## src/rtl/arbitro_pkg.sv

```systemverilog
// rtl/arbitro_pkg.sv - shared types and constants for the 4-source bus arbiter
package arbitro_pkg;

    typedef enum logic {
        IDLE,
        SERVE
    } estado_t;

    localparam int N_FUENTES = 4;

    typedef logic [1:0] sel_t;

endpackage

```

## src/rtl/prio_rr4.sv

```systemverilog
// rtl/prio_rr4.sv - rotating (or fixed under ARB_PRIO_FIJA_EN) 4-input priority encoder
module prio_rr4
    import arbitro_pkg::*;
(
    input  logic [N_FUENTES-1:0] req,
    input  sel_t                 ultimo,
    output sel_t                 ganador,
    output logic                 hay_req
);

`ifdef ARB_PRIO_FIJA_EN
    // ultimo has no meaning with fixed priority; kept only for a uniform port list
    logic unused_ultimo;
    assign unused_ultimo = ^ultimo;

    // Source 0 highest: scan from lowest priority so the highest hit is written last
    always_comb begin
        hay_req = |req;
        ganador = '0;
        for (int i = N_FUENTES - 1; i >= 0; i--) begin
            if (req[i]) begin
                ganador = sel_t'(i);
            end
        end
    end
`else
    // Candidates ultimo+4 (lowest) down to ultimo+1 (highest); last hit wins
    always_comb begin
        sel_t cand;
        hay_req = |req;
        ganador = '0;
        cand    = '0;
        for (int k = N_FUENTES; k >= 1; k--) begin
            cand = ultimo + sel_t'(k);
            if (req[cand]) begin
                ganador = cand;
            end
        end
    end
`endif

endmodule

```

## src/rtl/arbitro_bus4_rr.sv

```systemverilog
// rtl/arbitro_bus4_rr.sv - 4:1 bus arbiter with bursts, round-robin unless ARB_PRIO_FIJA_EN
module arbitro_bus4_rr
    import arbitro_pkg::*;
#(
    parameter int ANCHO      = 8,
    parameter int MAX_RAFAGA = 4
) (
    input  logic                 clk,
    input  logic                 rst_n,
    input  logic [N_FUENTES-1:0] req,
    input  logic [ANCHO-1:0]     D0,
    input  logic [ANCHO-1:0]     D1,
    input  logic [ANCHO-1:0]     D2,
    input  logic [ANCHO-1:0]     D3,
    input  logic                 ready,
    output logic [ANCHO-1:0]     Q,
    output logic                 valid,
    output logic [N_FUENTES-1:0] ack,
    output sel_t                 S,
    output logic                 busy
);

    localparam int CW = $clog2(MAX_RAFAGA + 1);
    localparam logic [CW-1:0] ULTIMO_BEAT = CW'(MAX_RAFAGA - 1);

    estado_t         estado_q, estado_n;
    sel_t            s_q, s_n;
    sel_t            ultimo_q, ultimo_n;
    logic [CW-1:0]   cuenta_q, cuenta_n;
    sel_t            ganador;
    logic            hay_req;
    logic [ANCHO-1:0] dato_sel;

    prio_rr4 u_prio (
        .req     (req),
        .ultimo  (ultimo_q),
        .ganador (ganador),
        .hay_req (hay_req)
    );

    // State registers; ultimo resets to 3 so source 0 wins the first arbitration
    always_ff @(posedge clk or negedge rst_n) begin
        if (!rst_n) begin
            estado_q <= IDLE;
            s_q      <= '0;
            ultimo_q <= sel_t'(3);
            cuenta_q <= '0;
        end else begin
            estado_q <= estado_n;
            s_q      <= s_n;
            ultimo_q <= ultimo_n;
            cuenta_q <= cuenta_n;
        end
    end

    // Next-state and handshake: a burst ends on withdrawal or on its last accepted beat
    always_comb begin
        estado_n = estado_q;
        s_n      = s_q;
        ultimo_n = ultimo_q;
        cuenta_n = cuenta_q;
        valid    = 1'b0;
        ack      = '0;
        case (estado_q)
            IDLE: begin
                if (hay_req) begin
                    s_n      = ganador;
                    ultimo_n = ganador;
                    cuenta_n = '0;
                    estado_n = SERVE;
                end
            end
            SERVE: begin
                valid = req[s_q];
                if (!req[s_q]) begin
                    estado_n = IDLE;
                end else if (ready) begin
                    ack[s_q] = 1'b1;
                    cuenta_n = cuenta_q + CW'(1);
                    if (cuenta_q == ULTIMO_BEAT) begin
                        estado_n = IDLE;
                    end
                end
            end
            default: begin
                estado_n = IDLE;
            end
        endcase
    end

    // Bus mux on the registered select, zeroed whenever no beat is offered
    always_comb begin
        case (s_q)
            2'd0:    dato_sel = D0;
            2'd1:    dato_sel = D1;
            2'd2:    dato_sel = D2;
            default: dato_sel = D3;
        endcase
        Q = valid ? dato_sel : '0;
    end

    assign S    = s_q;
    assign busy = (estado_q == SERVE);

endmodule

```

## config.mk

```make
export PLATFORM = sky130hd
export DESIGN_NAME = arbitro_bus4_rr
export DESIGN_NICKNAME = d
export VERILOG_FILES = /design/src/rtl/arbitro_pkg.sv /design/src/rtl/prio_rr4.sv /design/src/rtl/arbitro_bus4_rr.sv
export SDC_FILE = /design/constraint.sdc
export NUM_CORES = 1
export LEC_CHECK = 0
export CORE_ASPECT_RATIO = 0.8
export CORE_MARGIN = 3
export CORE_UTILIZATION = 37
export CTS_CLUSTER_SIZE = 16
export DETAILED_ROUTE_END_ITERATION = 10
export GPL_TIMING_DRIVEN = 0
export PLACE_DENSITY_LB_ADDON = 0.08
export SETUP_SLACK_MARGIN = 0.4
export SLEW_MARGIN = 20
export SYNTH_ARGS = -nofsm -noshare
export SYNTH_HDL_FRONTEND = slang
export SYNTH_HIERARCHICAL = 1
export SYNTH_SLANG_ARGS = --single-unit
```

## constraint.sdc

```tcl
create_clock -name clk -period 2 [get_ports clk]
set_clock_uncertainty 0.2 [all_clocks]
set_input_delay 0.3 -clock clk [delete_from_list [all_inputs] [get_ports clk]]
set_output_delay 0.3 -clock clk [all_outputs]
set_load 0.05 [all_outputs]
```

Word-level counts from Yosys, hierarchy flattened
Index checks and enable logic that the tools add are counted.
{"block": "op_classes", "n_addsub": 4, "multipliers": 0, "div_mod_pow": 0, "n_lt_le_gt_ge": 6, "n_eq_ne": 6, "shifts": 0, "muxes": 31, "bitwise": 1, "reduce_logical": 5}
{"cell": "$pmux 8 s3", "count": 1}
{"cell": "$lt 2x3->1 const B", "count": 5}
{"cell": "$mux 4", "count": 3}
{"cell": "$mux 1", "count": 11}
{"cell": "$bmux 1 s2", "count": 5}
{"cell": "$mux 3", "count": 3}
{"cell": "$mux 2", "count": 4}
{"cell": "$mux 8", "count": 1}
{"cell": "$pmux 3 s2", "count": 1}
{"cell": "$add 2x2->2 const B", "count": 2}
{"cell": "$ne 2x2->1 const B", "count": 2}
{"cell": "$reduce_or 4->1", "count": 1}
{"cell": "$add 3x1->3 const B", "count": 1}
{"cell": "$eq 3x2->1 const B", "count": 1}
{"cell": "$reduce_and 3->1", "count": 1}
{"cell": "$add 2x1->2 const B", "count": 1}
{"cell": "$demux 1 s2", "count": 1}
{"cell": "$eq 2x1->1 const B", "count": 1}
{"cell": "$eq 2x2->1 const B", "count": 1}
{"cell": "$ge 2x1->1 const B", "count": 1}
{"cell": "$logic_not 2->1", "count": 1}
{"cell": "$ne 2x1->1 const B", "count": 1}
{"cell": "$pmux 1 s2", "count": 1}
{"cell": "$reduce_and 2->1", "count": 1}
{"cell": "other kinds (2)", "count": 2}
{"block": "totals", "regBits": 8, "latch_bits": 0, "ramBits": 0, "mem_bits_ro": 0, "input_bits": 39, "word_cells": 57, "memories": 0}

Logic depth before layout (Yosys ltp)
{"block": "logic_depth", "word_depth": 7, "mapped_depth": 5, "ltp_nobuf": 5}

Modules after synthesis
Netlist, hierarchy kept.
{"mod": "arbitro_bus4_rr", "n_inst": 1, "cells_each": 78, "area_each_um2": 802.0, "seq_area_each_um2": 202.7}
{"mod": "prio_rr4", "n_inst": 1, "cells_each": 14, "area_each_um2": 91.3, "seq_area_each_um2": 0.0}

Least setup slack after synthesis
OpenSTA, ideal clock, no wires.
{"block": "synth_path", "kind": "register to output", "from": "register s_q[0], in the netlist S[0]", "to": "output ack[2]", "t_arrival_ns": 2.400, "required_ns": 1.500, "setup_slack_ns": -0.900, "stages_incl_launch_ff": 5, "cell_sequence": "dfrtp_1 > buf_6 > mux4_2 > nand2_4 > nor3_1"}
{"block": "synth_between", "elab_chain_len": 7}
{"element": "start, declared", "line_no": "arbitro_bus4_rr.sv:27", "text": "sel_t s_q, s_n;"}
{"element": "start signal, assigned", "line_no": "arbitro_bus4_rr.sv:50", "text": "s_q <= s_n;"}
{"element": "$lt 2x3->1 (not written as such) or $ge 2x1->1 (tied branches)", "line_no": "arbitro_bus4_rr.sv:78", "text": "ack[s_q] = 1'b1;"}
{"element": "$logic_and 1x1->1 (not written as such)", "line_no": "arbitro_bus4_rr.sv:78"}
{"element": "$mux 1 (not written as such)", "line_no": "arbitro_bus4_rr.sv:78"}
{"element": "$demux 1 s2", "line_no": "arbitro_bus4_rr.sv:78"}
{"element": "$mux 4", "line_no": "arbitro_bus4_rr.sv:77", "text": "end else if (ready) begin"}
{"element": "$mux 4 *", "line_no": "arbitro_bus4_rr.sv:75", "text": "if (!req[s_q]) begin"}
{"element": "$mux 4 *", "line_no": "arbitro_bus4_rr.sv:64", "text": "case (estado_q)"}
{"element": "end, declared", "line_no": "arbitro_bus4_rr.sv:18", "text": "output logic [N_FUENTES-1:0] ack,"}
Every way passes the cells marked *; elsewhere a longest branch is shown, timed or not. The select of a mux whose other input is x is not followed.

Final worst setup path
{"block": "layout_path", "from": "register s_q[0], in the netlist S[0]", "to": "output Q[3]"}
{"block": "layout_between", "elab_chain_len": 4}
{"element": "$bmux 1 s2", "line_no": "arbitro_bus4_rr.sv:74", "text": "valid = req[s_q];"}
{"element": "$mux 1 (not written as such)", "line_no": "arbitro_bus4_rr.sv:74"}
{"element": "$mux 1", "line_no": "arbitro_bus4_rr.sv:64"}
{"element": "$mux 8 *", "line_no": "arbitro_bus4_rr.sv:99", "text": "Q = valid ? dato_sel : '0;"}
{"element": "end, declared", "line_no": "arbitro_bus4_rr.sv:16", "text": "output logic [ANCHO-1:0] Q,"}
Marks and branches as above.

==> results.txt <==
----------------------------------------------------
[Pwr]
  Leakage ... approximately 0.73 nW
  Internal cell power ... 0.00128 W
  Areal power density over the cells ... 1460 mW/mm^2
  Share of power burned in combinational logic ... 80.9%
  Clk pwr share ... 5.5%
  VDD IR-drop max ... between 0.8 and 0.9 mV
  Reg power frac ... about 14%
  Net Sw Frac ... 48.1%
  Switch Pwr ... roughly 0.0012 W

[Synthesis]
  Share of the yosys chip area belonging to registers ... 22.7%
  Synthesized flop and latch total ... 8
  Cell accounting for the most synthesized area ... mux4_2
  Fraction of synthesized cell area taken by the top area cell type ... around 18%
  Number of unique standard cell types used by synthesis ... 32
  Total of warnings raised by yosys ... 6
  Synth top area cells ... mux4_2, dfrtp_1, nand2_1
  Mean cell area of the mapped netlist ... around 9.7 sq um
  Post-Syn Area ... between 800 and 900 sq um
  Post-Synthesis Net Count ... 133
  Gate count of the mapped netlist ... between 90 and 100

[Setup path]
  CP Class ... reg -> out
  Register-to-Register Setup Slack ... 420 ps
  Number of cells on the worst reg-to-reg path ... 4
  Worst EP arrival ... between 1500 and 2000 ps
  Endpoint class of the critical path ... primary output
  Largest fanout of any net on the critical path ... 6
  Startpoint types ... flip-flop
  Crit path required time ... about 1500 ps
  Worst reg2reg path startpoint ... S[0]$_DFFE_PN0P_
  Reg-to-reg critical path endpoint ... busy$_DFF_PN0_

[Run status]
  Status ... finished, violations left
  Failing checks ... setup timing

[STA]
  Max Clk Rate ... between 400 and 500 MHz
  Final Cycle Share ... 116%
  Final setup vio count ... 13
  Slew headroom ... 67.7%
  Count of final max-slew check failures ... 0
  Crit path setup slack, layout ... -318 ps
  Minimum clock period ... 2320 ps
  Slew @ Worst Pin ... around 500 ps
  RSZ-0062 raised after global routing ... true
  Final-report hold violation count ... 0

[Detailed routing]
  Routed WL per cell ... around 16 um
  Number of detailed-route iterations in the first pass ... 4
  Total wire length after detailed routing ... between 2000 and 3000 um
  Total DRC errors in the routed layout ... 0
  Number of vias after detailed routing ... 1025
  Antenna Violating Nets Remaining ... 0
  Detailed router's first-iteration violation count ... 38
  Vias per cell ... 5.45

[Global routing]
  Total routing resource utilization after global routing ... 21.4%
  Maximum number of pins on one net before global-route repair ... 11
  Vias in the first global route ... about 1000
  Antenna violations before repair ... 0
  Remaining global-route overflow ... 0
  Wire length of the first global-routing pass ... a little under 5000 um

[Cells and area]
  Post-synthesis to final-layout area growth ... 89.5%
  Layout Cell Area excl Fill ... between 0.0015 and 0.002 sq mm
  Share of layout cells above drive strength 1 ... 41.7%
  Final #Nets ... about 210
  Antenna cells ... 0

[Placement]
  Placer congestion estimate ... 0.838
  Placed Area ... between 0.0015 and 0.002 sq mm
  Number of buffer cells added on primary ports ... 54
  Worst slack, placed ... -1070 ps
  Final HPWL from detailed placement ... 2210 um

[Clock network]
  Total of hold buffers inserted after clock tree synthesis ... 0
  Clock latency on the worst-skew pair ... 260 ps
  Sink count of the clock tree ... 8
  Maximum level of the CTS H-tree ... 1
  Clock transition at path regs ... approximately 60 ps
  Buffers from clock root to sink, at most ... 2
  TritonCTS buffer count ... 3
  CTS tree ... done
  Buffer cell driving the clock tree root ... clkbuf_4

[Floorplan]
  Die Outline Area ... approximately 0.003 sq mm
  Number of I/O pins ... 55
  Die Width ... just over 60 um
  Core region area ... 0.00221 sq mm
  Chip Height ... 50.0 um
  Effective utilization at floorplan ... about two fifths
  Floorplan row count ... 15

[Min path]
  Hold Path Class ... in -> async

[Run]
  Count of maximum capacitance violations ... 0

----------------------------------------------------
## cell usage in the layout, fill, tap and decap left out, types with 2 or more instances in the layout
cell type / Yosys / layout
nand2_1: 16 / 15
buf_8: 1 / 5
clkdlybuf4s50_1: 0 / 33
nand3_1: 2 / 2
mux2i_2: 0 / 2
buf_6: 1 / 10
a21oi_1: 2 / 2
dfrtp_2: 0 / 3
dfrtp_1: 6 / 3
buf_4: 0 / 13
nor2_2: 0 / 2
and3_4: 0 / 4
and2_1: 4 / 4
nand2b_1: 6 / 6
dfstp_2: 2 / 2
dlygate4sd2_1: 0 / 5
clkbuf_1: 1 / 2
inv_1: 5 / 4
nor2_1: 5 / 3
o211ai_1: 2 / 2
ha_1: 2 / 2
mux4_2: 7 / 10
o221ai_1: 3 / 3
clkbuf_4: 0 / 3
and3_2: 0 / 4
## per-stage QoR
stage,hold WS (ps),total power [W],setup TNS (ps),cells,utilization (%)
2_1_floorplan,-196,0.00151,-2030,92,-
3_3_place_gp,274,0.00195,-11330,171,68.0
3_5_place_dp,288,0.00197,-11580,171,68.0
4_1_cts,118,0.00243,-3330,186,75.6
5_1_grt,126,0.00263,-4180,188,76.4
6_report,111,0.00247,-3440,188,76.4
## worst max-delay path, cell delays in order (launching register included)
cell	delay [ps]
dfrtp_2	370
buf_8	120
mux4_2	570
buf_4	170
and3_2	190
buf_6	150
## layout make-up
type	count	area [sq um]
Inverter	5	18.8
Timing Repair Buffer	66	658
Clock buffer	4	26.3
Tap cell	25	31.3
Fill cell	169	522
Buffer	5	53.8
Sequential cell	8	206
Multi-Input combinational cell	75	698
## what timing repair did
item / CTS / global route
pin swaps: 6 / 2
resized for setup: 115 / 5
buffers inserted: 10 / 2
setup endpoints to repair: 17 / 19
cloned: 1 / 0
## how the worst max path moves through the flow
stage | from | endpoint | slack, ps | cells after the start
finish | S[0]$_DFFE_PN0P_ | Q[3] | -320 | 5
global route | S[0]$_DFFE_PN0P_ | Q[3] | -370 | 5
CTS | S[0]$_DFFE_PN0P_ | ack[0] | -310 | 5
detailed placement | req[1] | ack[0] | -1070 | 5
global placement | req[1] | ack[0] | -1030 | 5
floorplan | S[0]$_DFFE_PN0P_ | ack[0] | -400 | 4
## layer usage
metal | up-vias | wire [um] | global-route usage (%)
met5 | - | 0 | 0
met4 | 0 | 14 | 3.25
met3 | 2 | 191 | 5.76
met2 | 33 | 1480 | 34.3
met1 | 494 | 1240 | 29.1
li1 | 496 | - | -
## cells in the mapped netlist
library cell and instances:
dfrtp_1 6, nand3b_1 1, inv_1 5, ha_1 2
o221ai_2 1, buf_6 1, dfstp_2 2, o22a_1 1
nand2_1 16, o221ai_1 3, mux4_1 2, and2_1 4
nor3_1 1, nand3_1 2, o21ai_1 1, and3_1 8
o311ai_1 1, mux2i_1 3, a21oi_2 1, buf_2 2
clkbuf_1 1, nor2b_1 1, buf_8 1, nor4b_4 1
a21oi_1 2, nand2_4 1, a31oi_1 1, nand2b_1 6
nor2_1 5, o211ai_1 2, and2b_1 1, mux4_2 7
## cells by family (layout without fill, tap and decap cells)
logic type	after synthesis	count (layout)	share of synthesized area, %
muxes	12	13	26.9
adders and majority gates	2	2	2.80
DFF	8	8	22.7
buffers and inverters	10	80	6.58
AOI/OAI and AO/OA	13	13	11.6
and+or+nand+nor	47	47	29.4
## state kept, by name (all words and copies together) (netlist names)
signal    count
S             2
busy          1
cuenta_q      3
ultimo_q      2
## power groups by stage
stage	Combinational [W]	Clock [W]	Sequential, W
final	0.00200	0.000136	0.000335
after global routing	0.00213	0.000149	0.000350
after CTS	0.00195	0.000142	0.000333
after detailed placement	0.00164	0	0.000335
after global placement	0.00162	0	0.000331
after floorplan	0.00109	0	0.000421
Power figures use the tool's default switching activity.
